===== config.mk =====
export PLATFORM = sky130hd
export DESIGN_NAME = tcdm_interconnect_xbar_flat
export DESIGN_NICKNAME = d
export VERILOG_FILES = /design/src/rtl/tcdm_interconnect_xbar_if.sv /design/src/rtl/tcdm_interconnect_xbar.sv /design/src/flat_wrapper.sv
export SDC_FILE = /design/constraint.sdc
export NUM_CORES = 1
export LEC_CHECK = 0
export CAP_MARGIN = 30
export CORE_AREA = 2 2 289 291
export CTS_BUF_LIST = sky130_fd_sc_hd__clkbuf_4
export CTS_CLUSTER_DIAMETER = 60
export DETAILED_ROUTE_END_ITERATION = 10
export DIE_AREA = 0 0 291 293
export PLACE_DENSITY = 0.35
export SLEW_MARGIN = 20
export SYNTH_ARGS = -nofsm -noshare
export SYNTH_HDL_FRONTEND = slang
export SYNTH_SLANG_ARGS = --single-unit

===== constraint.sdc =====
create_clock -name clk_i -period 1.6 [get_ports clk_i]
set_input_delay 0.16 -clock clk_i [delete_from_list [all_inputs] [get_ports clk_i]]
set_output_delay 0.16 -clock clk_i [all_outputs]
set_load 0.05 [all_outputs]

===== src/rtl/tcdm_interconnect_xbar_if.sv =====
// TCDM port bundle shared by both sides of tcdm_interconnect_xbar.
// One instance carries N ports of request/grant/response signals.
// The master modport is the initiator side and the slave modport is the target side.
// On the bank side the vld wire exists but carries no meaning: bank read data
// is valid exactly one cycle after an accepted request.
interface tcdm_interconnect_xbar_if #(
   parameter int N  = 4,
   parameter int AW = 32,
   parameter int DW = 32
);
   localparam int BW = DW / 8;

   logic [N-1:0]         req;
   logic [N-1:0][AW-1:0] add;
   logic [N-1:0]         wen;
   logic [N-1:0][DW-1:0] wdata;
   logic [N-1:0][BW-1:0] be;
   logic [N-1:0]         gnt;
   logic [N-1:0]         vld;
   logic [N-1:0][DW-1:0] rdata;

   modport master (
      output req, add, wen, wdata, be,
      input  gnt, vld, rdata
   );

   modport slave (
      input  req, add, wen, wdata, be,
      output gnt, vld, rdata
   );
endinterface


===== src/rtl/tcdm_interconnect_xbar.sv =====
// Single-stage TCDM crossbar between NumIn masters and NumOut single-ported banks.
//
// Routing:
//   - Requests are routed by word-interleaved address bits.
//   - Each bank arbitrates combinationally among its candidates.
//   - Responses return to the originator one cycle after the grant.
//
// Arbitration is selected by the macro TCDM_XBAR_RR_EN:
//   - Defined: round-robin with one pointer per bank.
//   - Undefined: fixed priority (lowest input index wins), with no pointer state.
module tcdm_interconnect_xbar #(
   parameter int NumIn        = 4,
   parameter int NumOut       = 4,
   parameter int AddrWidth    = 32,
   parameter int DataWidth    = 32,
   parameter int AddrMemWidth = 10,
   parameter bit WriteRespOn  = 1'b1
) (
   input logic                      clk_i,
   input logic                      rst_i,
   tcdm_interconnect_xbar_if.slave  mst,
   tcdm_interconnect_xbar_if.master bank
);

   localparam int BeWidth  = DataWidth / 8;
   localparam int OffW     = $clog2(BeWidth);
   localparam int SelW     = (NumOut > 1) ? $clog2(NumOut) : 0;
   localparam int BankIdxW = (NumOut > 1) ? SelW : 1;
   localparam int InIdxW   = (NumIn > 1) ? $clog2(NumIn) : 1;

   typedef logic [InIdxW-1:0]   in_idx_t;
   typedef logic [BankIdxW-1:0] bank_idx_t;

   // Address decode results per master.
   bank_idx_t [NumIn-1:0]                   tgt;
   logic      [NumIn-1:0][AddrMemWidth-1:0] mem_add;

   // Per-bank arbitration results.
   logic    [NumOut-1:0] bank_req;
   in_idx_t [NumOut-1:0] win;
   logic    [NumOut-1:0] accept;

   // Bank-side request payload.
   logic [NumOut-1:0][AddrMemWidth-1:0] bank_add;
   logic [NumOut-1:0]                   bank_wen;
   logic [NumOut-1:0][DataWidth-1:0]    bank_wdata;
   logic [NumOut-1:0][BeWidth-1:0]      bank_be;

   // Master-side responses.
   logic [NumIn-1:0]                mst_gnt;
   logic [NumIn-1:0]                mst_vld;
   logic [NumIn-1:0][DataWidth-1:0] mst_rdata;

   // Response return registers: one outstanding response per bank.
   logic    [NumOut-1:0] rsp_vld;
   in_idx_t [NumOut-1:0] rsp_idx;

`ifdef TCDM_XBAR_RR_EN
   // Round-robin pointer per bank: the first input index considered.
   in_idx_t [NumOut-1:0] ptr;
`endif

   // Address bits outside the offset/select/word fields are don't-care,
   // as is the bank-side vld wire.
   logic unused_bits;
   assign unused_bits = ^{mst.add, bank.vld};

   // Split each master address into target bank and bank word address.
   for (genvar i = 0; i < NumIn; i++) begin : g_dec
      if (NumOut > 1) begin : g_sel
         assign tgt[i] = mst.add[i][OffW +: BankIdxW];
      end else begin : g_one
         assign tgt[i] = '0;
      end
      assign mem_add[i] = mst.add[i][OffW+SelW +: AddrMemWidth];
   end

   // Per-bank winner search among requesters targeting that bank.
   always_comb begin
      int idx;
      // NOTE: every signal written here gets a default first, so no path can infer a latch.
      bank_req = '0;
      win      = '0;
      idx      = 0;
      for (int b = 0; b < NumOut; b++) begin
         for (int k = 0; k < NumIn; k++) begin
`ifdef TCDM_XBAR_RR_EN
            idx = int'(ptr[b]) + k;
            if (idx >= NumIn) begin
               idx = idx - NumIn;
            end
`else
            idx = k;
`endif
            if (!bank_req[b] && mst.req[idx] && (tgt[idx] == bank_idx_t'(b))) begin
               bank_req[b] = 1'b1;
               win[b]      = in_idx_t'(idx);
            end
         end
      end
   end

   // Forward the winner's payload to its bank; idle banks see zeros.
   always_comb begin
      bank_add   = '0;
      bank_wen   = '0;
      bank_wdata = '0;
      bank_be    = '0;
      for (int b = 0; b < NumOut; b++) begin
         if (bank_req[b]) begin
            bank_add[b]   = mem_add[win[b]];
            bank_wen[b]   = mst.wen[win[b]];
            bank_wdata[b] = mst.wdata[win[b]];
            bank_be[b]    = mst.be[win[b]];
         end
      end
   end

   assign bank.req   = bank_req;
   assign bank.add   = bank_add;
   assign bank.wen   = bank_wen;
   assign bank.wdata = bank_wdata;
   assign bank.be    = bank_be;

   // A bank accepts when it has a winner and the bank itself is ready.
   assign accept = bank_req & bank.gnt;

   // Grant each bank's winner in the same cycle the bank accepts it.
   always_comb begin
      mst_gnt = '0;
      for (int b = 0; b < NumOut; b++) begin
         if (accept[b]) begin
            mst_gnt[win[b]] = 1'b1;
         end
      end
   end

   // Response valid per bank: set by accepted reads (and by writes when enabled).
   // Reset clears it, so a request accepted under reset never answers.
   always_ff @(posedge clk_i) begin
      // NOTE: state is updated with non-blocking assignments only, so all flops see pre-edge values.
      if (rst_i) begin
         rsp_vld <= '0;
      end else begin
         for (int b = 0; b < NumOut; b++) begin
            rsp_vld[b] <= accept[b] & (WriteRespOn | ~bank_wen[b]);
         end
      end
   end

   // Remember which master each bank is answering next cycle.
   always_ff @(posedge clk_i) begin
      // NOTE: rsp_idx is datapath qualified by rsp_vld, so it deliberately has no reset.
      for (int b = 0; b < NumOut; b++) begin
         if (accept[b]) begin
            rsp_idx[b] <= win[b];
         end
      end
   end

`ifdef TCDM_XBAR_RR_EN
   // Move each bank's priority just past the input it has served.
   always_ff @(posedge clk_i) begin
      if (rst_i) begin
         ptr <= '0;
      end else begin
         for (int b = 0; b < NumOut; b++) begin
            if (accept[b]) begin
               ptr[b] <= (win[b] == in_idx_t'(NumIn - 1)) ? '0 : win[b] + 1'b1;
            end
         end
      end
   end
`endif

   // Route registered responses and bank read data back to their originators.
   always_comb begin
      mst_vld   = '0;
      mst_rdata = '0;
      for (int b = 0; b < NumOut; b++) begin
         if (rsp_vld[b]) begin
            mst_vld[rsp_idx[b]]   = 1'b1;
            mst_rdata[rsp_idx[b]] = bank.rdata[b];
         end
      end
   end

   assign mst.gnt   = mst_gnt;
   assign mst.vld   = mst_vld;
   assign mst.rdata = mst_rdata;

endmodule


===== src/flat_wrapper.sv =====
// flat-port wrapper written by rule: the top's interface ports become plain ports
module tcdm_interconnect_xbar_flat 
#(
   parameter int NumIn        = 4,
   parameter int NumOut       = 4,
   parameter int AddrWidth    = 32,
   parameter int DataWidth    = 32,
   parameter int AddrMemWidth = 10,
   parameter bit WriteRespOn  = 1'b1
)
  (clk_i, rst_i, mst_req, mst_add, mst_wen, mst_wdata, mst_be, mst_gnt, mst_vld, mst_rdata, bank_req, bank_add, bank_wen, bank_wdata, bank_be, bank_gnt, bank_vld, bank_rdata);
  tcdm_interconnect_xbar_if #(.N(NumIn), .AW(AddrWidth), .DW(DataWidth)) mst_i ();
  tcdm_interconnect_xbar_if #(.N(NumOut), .AW(AddrMemWidth), .DW(DataWidth)) bank_i ();
  input logic clk_i;
  input logic rst_i;
  input wire logic [$bits(mst_i.req)-1:0] mst_req;
  input wire logic [$bits(mst_i.add)-1:0] mst_add;
  input wire logic [$bits(mst_i.wen)-1:0] mst_wen;
  input wire logic [$bits(mst_i.wdata)-1:0] mst_wdata;
  input wire logic [$bits(mst_i.be)-1:0] mst_be;
  output wire logic [$bits(mst_i.gnt)-1:0] mst_gnt;
  output wire logic [$bits(mst_i.vld)-1:0] mst_vld;
  output wire logic [$bits(mst_i.rdata)-1:0] mst_rdata;
  output wire logic [$bits(bank_i.req)-1:0] bank_req;
  output wire logic [$bits(bank_i.add)-1:0] bank_add;
  output wire logic [$bits(bank_i.wen)-1:0] bank_wen;
  output wire logic [$bits(bank_i.wdata)-1:0] bank_wdata;
  output wire logic [$bits(bank_i.be)-1:0] bank_be;
  input wire logic [$bits(bank_i.gnt)-1:0] bank_gnt;
  input wire logic [$bits(bank_i.vld)-1:0] bank_vld;
  input wire logic [$bits(bank_i.rdata)-1:0] bank_rdata;
  assign mst_i.req = mst_req;
  assign mst_i.add = mst_add;
  assign mst_i.wen = mst_wen;
  assign mst_i.wdata = mst_wdata;
  assign mst_i.be = mst_be;
  assign mst_gnt = mst_i.gnt;
  assign mst_vld = mst_i.vld;
  assign mst_rdata = mst_i.rdata;
  assign bank_req = bank_i.req;
  assign bank_add = bank_i.add;
  assign bank_wen = bank_i.wen;
  assign bank_wdata = bank_i.wdata;
  assign bank_be = bank_i.be;
  assign bank_i.gnt = bank_gnt;
  assign bank_i.vld = bank_vld;
  assign bank_i.rdata = bank_rdata;
  tcdm_interconnect_xbar #(.NumIn(NumIn), .NumOut(NumOut), .AddrWidth(AddrWidth), .DataWidth(DataWidth), .AddrMemWidth(AddrMemWidth), .WriteRespOn(WriteRespOn)) u_core (.clk_i(clk_i), .rst_i(rst_i), .mst(mst_i), .bank(bank_i));
endmodule

After elaboration in Yosys (flattened, before gate mapping):

Cells that the tools add are included.

* register bits after elaboration: 12
* input port bits: 418

* $lt $le $gt $ge: 16
* equal/unequal tests: 12
* muxes and demuxes: 115
* bitwise operators: 8
* reduce and logical (&&, ||, !) cells: 52

Operators with widths (number)
* 128-bit 2-to-1 mux: 4
* 128-bit bitwise mux: 3
* 32-bit 2-to-1 mux: 12
* 32-bit binary-select mux with 2-bit select: 4
* 32-bit demux with 2-bit select: 4
* 128-bit AND: 1
* 10-bit binary-select mux with 2-bit select: 4
* 10-bit 2-to-1 mux: 8
* 4-bit 2-to-1 mux: 16
* 1-bit logical AND: 36
* 1-bit 2-to-1 mux: 36
* 4-bit binary-select mux with 2-bit select: 4
* 2-bit by 3-bit less-than comparator with 1-bit output, second input constant: 8
* 4-bit OR: 6
* 1-bit demux with 2-bit select: 8
* 2-bit == test, second input constant: 8
* 2-bit by 1-bit greater-or-equal comparator with 1-bit output, second input constant: 8
* 2-bit 2-to-1 mux: 8
* 1-bit logical NOT: 12
* 1-bit binary-select mux with 2-bit select: 4
* 2-bit by 1-bit == test with 1-bit output, second input constant: 4
* 2-bit logical NOT: 4
* 4-bit AND: 1

Logic depth before layout (Yosys ltp):

Gate-level depths: netlist of run 1.

* depth after elaboration: 26
* mapped depth: 7
* mapped depth without buffers: 4

Worst setup path after synthesis of run 1:

Ideal clock, no wire load.

* path kind: input to output
* start point: in mst_add[99]
* end point: out bank_add[8]
* data arrival time: 2.294 ns
* required time: 1.440 ns
* path slack: -0.854 ns
* stages on the path: 7
* path buffers: 3
* path through: or3b_1 -> buf_2 -> nor2_1 -> nor2_1 -> buf_2 -> buf_6 -> a211oi_1

* longest elaborated chain between the ends: 6

Ends and longest elaborated chain
* from (decl): line flat_wrapper.sv:17 `input wire logic [$bits(mst_i.add)-1:0] mst_add;`
* 2-bit logical NOT *: line tcdm_interconnect_xbar.sv:95 `if (!bank_req[b] && mst.req[idx] && (tgt[idx] == bank_idx_t'(b))) begin`
* 1-bit logical AND *: line tcdm_interconnect_xbar.sv:95
* 2-bit 2-to-1 mux: line tcdm_interconnect_xbar.sv:95
* 10-bit binary-select mux with 2-bit select: line tcdm_interconnect_xbar.sv:111 `bank_add[b] = mem_add[win[b]];`
* 10-bit 2-to-1 mux (implied by the code): line tcdm_interconnect_xbar.sv:111
* 10-bit 2-to-1 mux *: line tcdm_interconnect_xbar.sv:110 `if (bank_req[b]) begin`
* to (decl): line flat_wrapper.sv:25 `output wire logic [$bits(bank_i.add)-1:0] bank_add;`

Every way passes the cells marked *; elsewhere a longest branch is shown, timed or not. The select of a mux whose other input is x is not followed.

Worst setup path in the final report of run 1:

* start point: reg u_core.rsp_idx[3] in the netlist's numbering
* end point: out mst_rdata[117]

* longest elaborated chain between the ends: 10

Ends and longest elaborated chain
* from (decl): line tcdm_interconnect_xbar.sv:56 `in_idx_t [NumOut-1:0] rsp_idx;`
* from (signal, indexed assignment): line tcdm_interconnect_xbar.sv:156 `rsp_idx[b] <= win[b];`
* 2-bit by 3-bit less-than comparator with 1-bit output (implied by the code) / 2-bit by 1-bit greater-or-equal comparator with 1-bit output (equally long branches): line tcdm_interconnect_xbar.sv:183 `mst_rdata[rsp_idx[b]] = bank.rdata[b];`
* 1-bit logical AND (implied by the code): line tcdm_interconnect_xbar.sv:183
* 32-bit 2-to-1 mux (implied by the code): line tcdm_interconnect_xbar.sv:183
* 32-bit demux with 2-bit select *
* 128-bit bitwise mux *: line tcdm_interconnect_xbar.sv:183
* 128-bit 2-to-1 mux *: line tcdm_interconnect_xbar.sv:181 `if (rsp_vld[b]) begin`
* 128-bit bitwise mux: line tcdm_interconnect_xbar.sv:183
* 128-bit 2-to-1 mux *: line tcdm_interconnect_xbar.sv:181
* 128-bit bitwise mux: line tcdm_interconnect_xbar.sv:183
* 128-bit 2-to-1 mux *: line tcdm_interconnect_xbar.sv:181
* to (decl): line flat_wrapper.sv:23 `output wire logic [$bits(mst_i.rdata)-1:0] mst_rdata;`

Every way passes the cells marked *; elsewhere a longest branch is shown, timed or not.

==> results.md, run 1 <==
* DRC Markers at 0
* Peak supply drop at around 0.26 mV
* Num ports at around 750
* Slowest stage delay, CP at about 0.4 ns
* Fin cells at approximately 3,300
* Synth Area per Inst at ~6.5 µm²
* Post-synth top area share at 22.5%
* Final wirelength at about 110,000 µm
* I/O Buffers at approximately 660
* Worst Hold Path Cells at 4
* Area contributors post-synth: o22ai_1, a211oi_1, nor2_1
* Fin nets at about 2,700
* H-tree Lvls at 1
* Die area at roughly 85,000 µm²
* Critical Path AT at 2.07 ns
* Post-DR wirelength/cell at ~33 µm
* Mapped Cells at 1,287
* P_leak at roughly 11 nW
* Maximum Capacitance Violations at 0
* Synth cell types at 46
* Worst Hold End: u_core.rsp_vld[3]$_SDFF_PP0_
* Final ANT Viol Nets at 0
* Crit Path Category: reg -> out
* Clock buffer depth at 2
* GRT Total Usage at between 20% and 30%
* Placed cell area at 23,600 µm²
* Reg area at between 300 and 400 µm²
* Vias at between 15,000 and 20,000
* Detailed Place HPWL at around 70,000 µm
* Clock Tree Root: clkbuf_4
* Initial antenna violation count at 14
* Post-route cell area at 31,500 µm²
* Area Overhead vs Synth at 274%
* Pwr Density at 460 nW/µm²
* CP delay by family, top: simple AND/OR/NAND/NOR gates
* CP bufs+invs at 3
* Fin crit share at 139%
* Routability cong. at between 0.8 and 0.9
* Die X-Extent at 291 µm
* GR Overflow Total at 0
* RSZ-0062 raised after global routing: yes
* Yosys reg bits at 12
* Hold Violations, Final at 0
* Worst setup margin at -0.627 ns
* First drt pass iteration count at 7
* Least-Margin Pin Slew at roughly 0.56 ns
* Post-Synthesis Net Count at about 1,700
* Startpoint types: flop
* Number of synthesized flops with an enable pin at 8
* Synth Flop Type: edfxtp_1
* Setup crit end kind: primary output
* Failing checks: setup timing
* Crit path time final at between 2 and 2.5 ns
* # rows at 105
* CTS Buf Count at 3
* Worst path slowest cell: edfxtp_1
* Worst hold margin at around 0.41 ns
* Worst hold path class: in -> reg
* Worst Hold Launch: bank_gnt[3]
* Layout cells sized above 1 at a little over two thirds
* CP max FO at 12
* Synthesized area at around 8400 µm²
* Status: complete, but fails checks
* Worst-path clk slew at 0.07 ns
* Die H at between 200 and 300 µm
* Yosys warns at 0
* Worst slew margin at between 60% and 70%
* FILL cells at about 7,800
* Clock sinks at 12
* Initial core utilization at approximately a tenth
* Vias/cell at approximately 5.2
* Top cell type by total area after synthesis: o22ai_1
* First-pass GRT wire length at roughly 140,000 µm
* Power, Total at between 10 and 15 mW
* Post-synth ARST share at 0%
* Placed cells at around 3,100
* Final Max Slew Viols at 0
* Iter 0 DRT Violations at between 1,000 and 1,500
* Final setup fails at roughly 330
* Crit path cell chain: buf_4, and3_2, nor2_4, buf_12, a221oi_4, nor2_4, buf_12
* Seq/Total Area, Yosys at ~3.8%
* Multi-input gate area at approximately 14,000 µm²
* Vias in the first global route at ~18,000
* Req. time, crit path at 1.44 ns
* Core area at 81,800 µm²
* Maximum clock rate at between 400 and 500 MHz
* CTS tree: yes
* Largest net degree at the start of global routing at 34
[layout make-up]
type	instances	area share [%]
tap	1070	4.25
antenna	7	0.0556
clock buffer	3	0.0715
multi-input combinational	1098	44.7
timing repair buffer	1113	49.8
sequential	12	1.02
inverter	7	0.0835
clock inverter	1	0.0119
[what timing repair did]
item	in CTS	in global routing
hold buffers	0	0
pin swaps	146	178
gates resized for setup	556	477
buffers inserted	107	53
endpoints found under the setup margin	346	334
gates cloned	54	26
[where the power goes]
part	internal [mW]	switching (mW)	total (mW)
sequential	0.359	0.0215	0.380
clock	0.0902	0.101	0.192
combinational	6.29	7.63	13.9
total	6.74	7.75	14.5
[logic make-up (layout without fill, tap and decap cells)]
| kind of cell | Yosys count | in the layout | share of synthesized area (%) |
|---|---|---|---|
| other | 0 | 7 | 0 |
| DFF | 12 | 12 | 3.80 |
| AOI/OAI and AO/OA | 699 | 699 | 65.6 |
| and+or+nand+nor | 396 | 398 | 20.7 |
| buffers and inverters | 179 | 1124 | 9.66 |
| muxes | 1 | 1 | 0.267 |
[tightest hold or removal path: cells and delay by family]
family / cells / cell delay [ns]
buffers and inverters: 3 / 0.43
and+or+nand+nor: 1 / 0.05
[flip-flops by register name, indices dropped and copies added, names as in the netlist]
name,count
u_core.rsp_idx,8
u_core.rsp_vld,4
[per-stage QoR]
step / utilization (%) / setup TNS (ns) / setup slack, ns
floorplan: - / -23.05 / -0.244
global placement: 28.9 / -191.87 / -0.905
detailed placement: 28.9 / -193.00 / -0.909
CTS: 34.5 / -133.04 / -0.668
global route: 38.5 / -148.58 / -0.689
finish: 38.5 / -130.28 / -0.627
[cell usage after synthesis, types with 6 or more instances]
master	n
o221a_2	61
o21ai_0	7
nor2_1	206
buf_1	11
nand2_1	114
inv_1	7
buf_6	6
a211oi_2	30
nand3b_1	13
clkbuf_1	98
o221ai_1	47
a211oi_1	111
buf_4	9
nand3_1	11
o22ai_1	303
nor2_2	10
a221oi_1	67
a221o_1	61
buf_2	47
edfxtp_1	8
[routing by layer]
layer	vias up	global-route usage (%)	part of all wire (%)
met1	8814	27.2	38
met5	-	0	0.083
met4	12	6.48	3.7
li1	7277	-	-
met3	220	5.80	7.3
met2	876	41.3	51
[placed cells by master, fill, tap and decap left out, types with 5 or more instances in the layout]
cell	netlist	layout
clkbuf_16	0	22
nand3b_1	13	13
o22ai_4	0	110
or3b_4	0	7
nor2_1	206	15
a211oi_4	0	141
buf_8	0	53
o22ai_1	303	119
nor2_4	0	177
nand2_8	0	5
buf_16	0	47
o22ai_2	0	74
o21ai_0	7	6
o221a_4	0	61
o221ai_1	47	8
a221oi_4	0	20
and3b_2	0	5
inv_1	7	7
dlymetal6s2s_1	0	5
buf_4	9	188
a221o_1	61	61
edfxtp_1	8	8
nand3_1	11	7
nor2_2	10	25
buf_12	0	339
buf_6	6	141
o221ai_2	0	35
nand2_4	0	6
nand2_2	0	14
a221oi_2	0	46
diode_2	0	7
clkdlybuf4s50_1	0	316
nand2_1	114	90
[worst max path at each step]
stage                                 from              to  slack (ns)  cells after the start
5_1_grt        u_core.rsp_idx[3]$_DFFE_PN_   mst_rdata[29]       -0.69                      7
6_report       u_core.rsp_idx[3]$_DFFE_PN_  mst_rdata[117]       -0.63                      7
3_5_place_dp                   mst_add[67]    bank_add[16]       -0.91                      9
2_1_floorplan                  mst_add[99]  bank_wdata[10]       -0.24                      7
3_3_place_gp                   mst_add[67]    bank_add[15]       -0.90                      9
4_1_cts        u_core.rsp_idx[2]$_DFFE_PN_   mst_rdata[68]       -0.67                      7
(Power assumes the default switching activity.)
==> run 2, diff against run 1 <==
CAP_MARGIN = 20   (was 30)
CTS_CLUSTER_SIZE = 8   (was unset)
SETUP_SLACK_MARGIN = 0.3   (was unset)
==> run 2 against run 1 <==
Net effect: the run still ends with setup timing left; cell area up 10%; final cell count up 3.7%; global-route usage up 1.2 points; largest cell class unchanged; non-clock buffer count up 125; clock power about the same; wire length up 2.4%.
==> results.md, run 2 (synthesis results as in run 1) <==
* Critical Path Source: u_core.rsp_idx[1]$_DFFE_PP_
* H-tree Lvls at 1 (unchanged)
* Startpoint types: flop
* P_leak at 11.8 nW (+12%)
* Maximum Capacitance Violations at 0 (unchanged)
* Crit path time final at 2.21 ns (-0.0210 ns)
* DRC Markers at 0 (unchanged)
* Worst slew margin at 63.8% (+1.3 points)
* FILL cells at 7,532 (-4.0%)
* Clock power share at 1.2% (about the same)
* Multi-input gate area at 15,100 µm² (+7.1%)
* Placed cells at 3,180 (+2.8%)
* Largest net degree at the start of global routing at 34 (unchanged)
* Final wirelength at 112,000 µm (+2.4%)
* Most flops, register: u_core.rsp_idx
* Initial antenna violation count at 10 (-4)
* Final Util at 42.4% (+3.9 points)
* Iter 0 DRT Violations at 991 (-6.5%)
* Req. time, crit path at 1.44 ns (about the same)
* Die area at 85,300 µm² (unchanged)
* Final ANT Viol Nets at 0 (unchanged)
* Vias at 17,600 (+2.1%)
* Layout cells sized above 1 at 74.6% (+5.2 points)
* Post-DR wirelength/cell at 32.5 µm (-1.3%)
* CP endpoint: mst_rdata[5]
* Number of flip-flops in the largest register at 8 (unchanged)
* Hold Violations, Final at 0 (unchanged)
* RSZ-0062 raised after global routing: yes
* Setup crit end kind: primary output
* Area Overhead vs Synth at 312%
* Sw Ratio at 51.8% (-1.7 points)
* GRT Total Usage at 24.3% (+1.2 points)
* Status: complete, but fails checks
* Most frequent cells in the layout: buf_12, clkdlybuf4s50_1, buf_4, nor2_4, buf_6
* Largest registers: u_core.rsp_idx x8, u_core.rsp_vld x4
* Initial core utilization at 10.3% (unchanged)
* CTS Buf Count at 3 (unchanged)
* Worst-path clk slew at 0.07 ns (about the same)
* Psw at 8.07 mW (+4.2%)
* CP max FO at 23 (+11)
* First drt pass iteration count at 7 (unchanged)
* Core area at 81,800 µm² (unchanged)
* Vias/cell at 5.12 (-1.5%)
* Commonest non-fill, non-tap cell in the layout: buf_12
* Failing checks: setup timing
* Fin nets at 2,777 (+4.7%)
* Critical Path AT at 2.05 ns (-0.02 ns)
* Least-Margin Pin Slew at 0.541 ns (-0.0187 ns)
* Internal power at 7.51 mW (+12%)
* CTS tree: yes
* Reg area at 323 µm² (+0.78%)
* I/O Buffers at 661 (unchanged)
* Fin crit share at 138% (-1.3 points)
* Sequential share of power at 2.5% (about the same)
* Final setup fails at 331 (+1.2%)
* Clock buffer depth at 2 (unchanged)
* Vias in the first global route at 18,900 (+5.3%)
* Pwr Density at 449 nW/µm² (-2.4%)
* Worst setup margin at -0.606 ns (+0.0210 ns)
* Clock sinks at 12 (unchanged)
* # rows at 105 (unchanged)
* Clock Tree Root: clkbuf_4
* Worst hold path class: in -> reg
* Combinational share of power at 96.3% (+0.2 points)
* GR Overflow Total at 0 (unchanged)
* Die H at 293 µm (unchanged)
* Num ports at 746 (unchanged)
* Die X-Extent at 291 µm (unchanged)
* Crit Path Category: reg -> out
* Routability cong. at 0.877 (+2.1%)
* Maximum clock rate at 453 MHz (+0.95%)
* Final Max Slew Viols at 0 (unchanged)
* First-pass GRT wire length at 151,000 µm (+4.4%)
* Detailed Place HPWL at 73,800 µm (+5.6%)
* Hold_buf cts at 0 (unchanged)
* Peak supply drop at 0.267 mV (+1.9%)
* Fin cells at 3,434 (+3.7%)
-- run 2: cell types whose count changed in the layout (fill, tap and decap cells not counted), moves of 13 or more --
| cell | before | now |
|---|---|---|
| buf_4 | 188 | 231 |
| buf_12 | 339 | 420 |
| a221oi_2 | 46 | 22 |
| buf_8 | 53 | 22 |
| nor2_4 | 177 | 164 |
| o221ai_4 | 4 | 17 |
| o22ai_1 | 119 | 69 |
| nand2_1 | 90 | 77 |
| buf_16 | 47 | 76 |
| nor2_2 | 25 | 42 |
| a221oi_4 | 20 | 45 |
| o221ai_2 | 35 | 22 |
| o22ai_2 | 74 | 112 |
| nand2_4 | 6 | 19 |
-- run 2: metal layers --
layer	track usage [%]	up-vias	routed length, µm
li1	-	7535	-
met4	6.29	6	3540
met3	6.35	176	8070
met5	0	-	38
met1	27.9	8987	42400
met2	44.2	864	57600
-- run 2: power by group through the flow --
stage               registers [mW]  logic [mW]  clock network (mW)
global placement             0.395        11.8                   0
CTS                          0.385        14.3               0.204
floorplan                    0.389        5.91                   0
global route                 0.391        15.4               0.217
detailed placement           0.396        11.9                   0
finish                       0.386        15.0               0.191
-- run 2: stage by stage --
step,area (µm²),hold WS [ns],worst slack [ns],power [mW],TNS (ns)
after global routing,34700,0.449,-0.675,16.0,-155.67
after floorplan,12800,0.232,-0.259,6.30,-38.94
final,34700,0.456,-0.606,15.6,-133.92
after detailed placement,25600,0.861,-1.01,12.3,-213.44
after CTS,32500,0.415,-0.610,14.9,-129.23
after global placement,25600,0.870,-1.01,12.2,-214.76
-- run 2: worst min path at each step --
| stage | start | endpoint | slack, ns | cells after the start |
|---|---|---|---|---|
| after floorplan | rst_i | u_core.rsp_vld[0]$_SDFF_PP0_ | 0.23 | 1 |
| after global placement | rst_i | u_core.rsp_vld[1]$_SDFF_PP0_ | 0.87 | 2 |
| after detailed placement | rst_i | u_core.rsp_vld[0]$_SDFF_PP0_ | 0.86 | 2 |
| after CTS | bank_gnt[3] | u_core.rsp_vld[3]$_SDFF_PP0_ | 0.41 | 4 |
| after global routing | bank_gnt[3] | u_core.rsp_vld[3]$_SDFF_PP0_ | 0.45 | 4 |
| final | bank_gnt[3] | u_core.rsp_vld[3]$_SDFF_PP0_ | 0.46 | 4 |
-- run 2: final cells by class --
cell class              count  share of cell area, %
diodes                      6                 0.0433
clock buffers               3                 0.0649
clock inverters             1                 0.0108
inverters                   7                 0.0901
multi-input cells        1097                   43.4
flip-flops and latches     12                  0.930
well taps                1070                   3.86
repair buffers           1238                   51.6
-- run 2: critical path, cell delays in order (launching register included) --
cell and delay [ns]:
edfxtp_1 0.45, or3b_4 0.45, nor2_4 0.18, buf_12 0.25, a221oi_2 0.11, nor2_4 0.12
buf_12 0.14
-- run 2: timing repair --
action	4_1_cts	5_1_grt
pin swaps	220	180
gates cloned	59	18
setup buffers	138	29
resized for setup	785	266
endpoints found under the setup margin	348	344
==> run 3, diff against run 2 <==
SLEW_MARGIN = 25   (was 20)
==> results of run 3 <==
Same layout as run 2: the final DEF is identical, and so are final timing and power.
